[src/rtl/alu_arbiter.sv]
// Round-robin arbiter that lends one shared combinational ALU to NUM_REQ requesters
// and returns the registered result and flags to whoever was granted.
module alu_arbiter #(
  parameter int NUM_REQ = 2
) (
  input  logic                    clk,
  input  logic                    rst,
  input  logic [NUM_REQ-1:0]      req_valid,
  output logic [NUM_REQ-1:0]      req_ready,
  input  logic [4*NUM_REQ-1:0]    req_op,
  input  logic [32*NUM_REQ-1:0]   req_a,
  input  logic [32*NUM_REQ-1:0]   req_b,
  output logic [NUM_REQ-1:0]      rsp_valid,
  input  logic [NUM_REQ-1:0]      rsp_ready,
  output logic [31:0]             rsp_c,
  output logic                    rsp_zero,
  output logic                    rsp_lt,
  output logic                    rsp_slt,
  output logic [3:0]              alu_operation,
  output logic [31:0]             alu_a,
  output logic [31:0]             alu_b,
  input  logic [31:0]             alu_c,
  input  logic                    zero,
  input  logic                    less_than,
  input  logic                    signed_less_than
);

  localparam int ID_W = $clog2(NUM_REQ);

  typedef enum logic {IDLE, RESP} state_t;

  state_t              state, state_nxt;
  logic [ID_W-1:0]     last;
  logic [ID_W-1:0]     gnt_id;
  logic [ID_W-1:0]     idx;
  logic                gnt_any;
  logic [NUM_REQ-1:0]  gnt_oh;
  logic                start;
  logic                done;

  // Walk from furthest to nearest so the nearest valid after `last` wins.
  always_comb begin
    gnt_any = 1'b0;
    gnt_id  = '0;
    idx     = '0;
    for (int k = NUM_REQ; k >= 1; k--) begin
      idx = ID_W'((int'(last) + k) % NUM_REQ);
      if (req_valid[idx]) begin
        gnt_any = 1'b1;
        gnt_id  = idx;
      end
    end
  end

  assign gnt_oh = gnt_any ? (NUM_REQ'(1) << gnt_id) : '0;

  always_comb begin
    state_nxt     = state;
    req_ready     = '0;
    alu_operation = 4'b0000;
    alu_a         = '0;
    alu_b         = '0;
    start         = 1'b0;
    done          = 1'b0;
    case (state)
      IDLE: begin
        if (gnt_any) begin
          req_ready     = gnt_oh;
          alu_operation = req_op[4*gnt_id +: 4];
          alu_a         = req_a[32*gnt_id +: 32];
          alu_b         = req_b[32*gnt_id +: 32];
          start         = 1'b1;
          state_nxt     = RESP;
        end
      end
      RESP: begin
        // Only the owner's rsp_ready matters since rsp_valid is one-hot.
        if (|(rsp_valid & rsp_ready)) begin
          done      = 1'b1;
          state_nxt = IDLE;
        end
      end
      default: state_nxt = IDLE;
    endcase
  end

  always_ff @(posedge clk or posedge rst) begin
    if (rst) state <= IDLE;
    else     state <= state_nxt;
  end

  // ALU output capture stage
  always_ff @(posedge clk or posedge rst) begin
    if (rst) begin
      rsp_valid <= '0;
      last      <= ID_W'(NUM_REQ - 1);
      rsp_c     <= '0;
      rsp_zero  <= 1'b0;
      rsp_lt    <= 1'b0;
      rsp_slt   <= 1'b0;
    end else if (start) begin
      rsp_valid <= gnt_oh;
      last      <= gnt_id;
      rsp_c     <= alu_c;
      rsp_zero  <= zero;
      rsp_lt    <= less_than;
      rsp_slt   <= signed_less_than;
    end else if (done) begin
      rsp_valid <= '0;
    end
  end

endmodule

[config.mk]
export PLATFORM = sky130hd
export DESIGN_NAME = alu_arbiter
export DESIGN_NICKNAME = d
export VERILOG_FILES = /design/src/rtl/alu_arbiter.sv
export SDC_FILE = /design/constraint.sdc
export NUM_CORES = 1
export LEC_CHECK = 0
export BUFFER_PORTS_ARGS = -buffer_cell sky130_fd_sc_hd__buf_2
export CORE_AREA = 2 2 109 111
export DETAILED_ROUTE_END_ITERATION = 10
export DIE_AREA = 0 0 111 113
export HOLD_SLACK_MARGIN = 0.06
export SLEW_MARGIN = 10
export SYNTH_ARGS = -nofsm -noshare
export SYNTH_HDL_FRONTEND = slang
export SYNTH_SLANG_ARGS = --single-unit
[constraint.sdc]
create_clock -name clk -period 1.8 [get_ports clk]
set_input_delay 0.27 -clock clk [delete_from_list [all_inputs] [get_ports clk]]
set_output_delay 0.27 -clock clk [all_outputs]
set_load 0.02 [all_outputs]
==> summary.txt <==
Status
  • Status: finished, violations left
  • Failing checks: negative setup slack

Pwr
  • Power Dens Cells: 1310 nW/um2
  • LEAKAGE: 0.00282 uW
  • Peak VDD IR: 0.000981 V
  • Tot Pwr: 7170 uW

CTS
  • H-tree Lvls: 2
  • Num CTS Buffers: 5
  • # clock sinks: 39
  • Clock Path Buffers: 2
  • Root buf cell: clkbuf_16
  • CTS clk-pin slew, worst paths: 0.06 ns
  • Hold buffers post-CTS: 0
  • Latest clock arrival within the worst-skew pair: 0.28 ns
  • CTS tree: yes

Global routing
  • Global-route wire length before repair: 17.1 mm
  • Vias in the first global route: 3435
  • Largest net degree at the start of global routing: 55
  • Total GRT Usage: 17.3%
  • Total grt overflow: 0
  • Initial antenna violation count: 4

STA
  • Hold Vio Cnt, Final: 0
  • Post-route clock period utilization: 111%
  • Worst-Margin Slew: 0.479 ns
  • Setup-failing EPs final: 68
  • Clock skew: 0.00423 ns
  • RSZ-0062 raised after global routing: true
  • Final hold slack: 0.117 ns
  • Setup TNS: -8.65 ns
  • Fmax: 501 MHz
  • Final Max Tran Viols: 0
  • Fin worst setup slack: -0.198 ns
  • Slew headroom: 68.1%
  • Min Tclk post-route: 2.00 ns

Floorplanning
  • Die H: 113 um
  • Core Area: 11300 um2
  • Starting Density: 22.4%
  • I/O pin count: 284
  • # rows: 39
  • Die Span X: 111 um
  • Die area: 12500 um2

Worst setup path
  • Critical setup path kind: flip-flop to primary output
  • Setup crit end kind: primary output
  • Worst setup SP type: flip-flop
  • Critical Path RT: 1.53 ns
  • Critical path peak fanout: 7
  • Worst Path Arrival: 1.73 ns

Layout
  • Final #Nets: 795
  • Layout cell share with drive strength beyond 1: 74.5%
  • Layout Cells excl Fill: 765
  • Fin util: 48.4%
  • Layout area overhead: 116%

Routing
  • Total number of vias: 3590
  • Post-DRT Antenna Nets: 0
  • DRT Wirelength: 12.9 mm
  • DRC viols: 0
  • Initial DRC count: 155
  • DR WL/cell: 16.8 um
  • First-pass DRT Iterations: 4
  • Via/cell ratio: 4.69

Hold path
  • HP Class: input port to asynchronous set/reset pin

Logic synthesis
  • Synth cell types: 21
  • Yosys reg bits: 39
  • Post-synthesis async set-or-reset flop share: 100%
  • Synth warn: 0
  • Synth Cell Area: 2520 um2
  • Post-synth EDFFs: 0
  • Synth Area per Inst: 7.74 um2
  • Cells after synthesis: 326
  • Syn nets: 503
  • Ys flop type: dfrtp_1
  • Seq/Total Area, Yosys: 38.7%

Placed design
  • Dpl cells: 733
  • Final HPWL DP: 8.72 mm
  • Port Buf Inserts: 283
  • RD Place Congestion: 0.855

Run
  • Max_cap viols: 0
-- synth_stat cells, types with 2 or more instances --
library cell | n | share of area (%)
o21ai_0 | 3 | 0.59
nand2_1 | 139 | 21
inv_1 | 2 | 0.30
buf_4 | 7 | 2.1
nor2_1 | 2 | 0.30
mux2_2 | 35 | 16
a21oi_1 | 69 | 14
buf_2 | 17 | 3.4
buf_6 | 3 | 1.3
dfrtp_1 | 38 | 38
-- area by class of cell --
class	instances	area (um2)
well taps	143	179
flip-flops and latches	39	977
clock inverters	3	20.0
diodes	3	7.51
repair buffers	312	2240
fillers	1075	5820
inverters	2	7.51
multi-input cells	258	1900
clock buffers	5	125
-- cell families (layout without fill, tap and decap cells) --
family          Yosys count  after routing  share of synthesized area (%)
compound gates           78             78                           16.6
buf+inv                  29            322                           7.09
flops                    39             39                           38.7
mux                      35             35                           15.6
other cells               0              3                              0
simple gates            145            145                           22.0
-- stage by stage --
stage	setup WS, ns	instance area, um2
floorplan	0.0744	2520
global placement	-0.00170	4090
detailed placement	-0.0325	4090
CTS	-0.159	4720
global route	-0.288	5450
finish	-0.198	5450
-- where the power goes --
group | total [uW] | internal (uW) | switching, uW
registers | 1570 | 1340 | 235
logic | 4740 | 2110 | 2630
clock network | 859 | 510 | 349
-- flip-flops by register name (all words and copies together), names as in the netlist --
register	count
rsp_c	32
rsp_valid	2
last	1
rsp_lt	1
rsp_slt	1
rsp_zero	1
state	1
-- critical path, stage by stage, from the launching register on --
cell and delay [ns]:
dfstp_2 0.54, buf_6 0.10, a21boi_4 0.06, buf_6 0.14, buf_12 0.13, buf_16 0.14
nand2_1 0.09, a21oi_2 0.06, buf_4 0.17
-- per-layer routing --
layer	GRT usage, %	vias up	part of all wire [%]
met1	19.0	1715	36
met3	4.71	22	6.8
met5	0	-	0
met4	6.92	0	2.5
met2	31.7	189	54
li1	-	1664	-
-- final timing paths --
kind,endpoint,slack [ns],cells past startpoint,startpoint
worst min-delay path,rsp_c[19],0.12,3,rst
min in group clk,rsp_lt,0.21,2,less_than
worst max register to register,rsp_c[9],0.48,3,state
worst max-delay path,alu_b[19],-0.20,8,last
max in group asynchronous,last,1.33,3,rst
worst min register to register,rsp_c[6],0.50,1,rsp_c[6]
-- placed cells by master (no fill, tap or decap), types with 9 or more instances in the layout --
cell / Yosys / routed
buf_12: 0 / 9
nand2_2: 0 / 18
buf_2: 17 / 214
a21oi_1: 69 / 19
nand2_4: 0 / 33
clkbuf_16: 0 / 11
buf_6: 3 / 30
mux2_2: 35 / 35
a21oi_2: 0 / 47
nand2_1: 139 / 88
buf_4: 7 / 48
dfrtp_1: 38 / 38
-- what timing repair did --
action,4_1_cts,5_1_grt
buffers inserted,5,4
setup endpoints to repair,68,69
pin swaps,4,64
cloned,5,7
resized for setup,100,146
endpoints found under the hold margin,0,0
No activity file was read; power rests on OpenSTA's default activity.
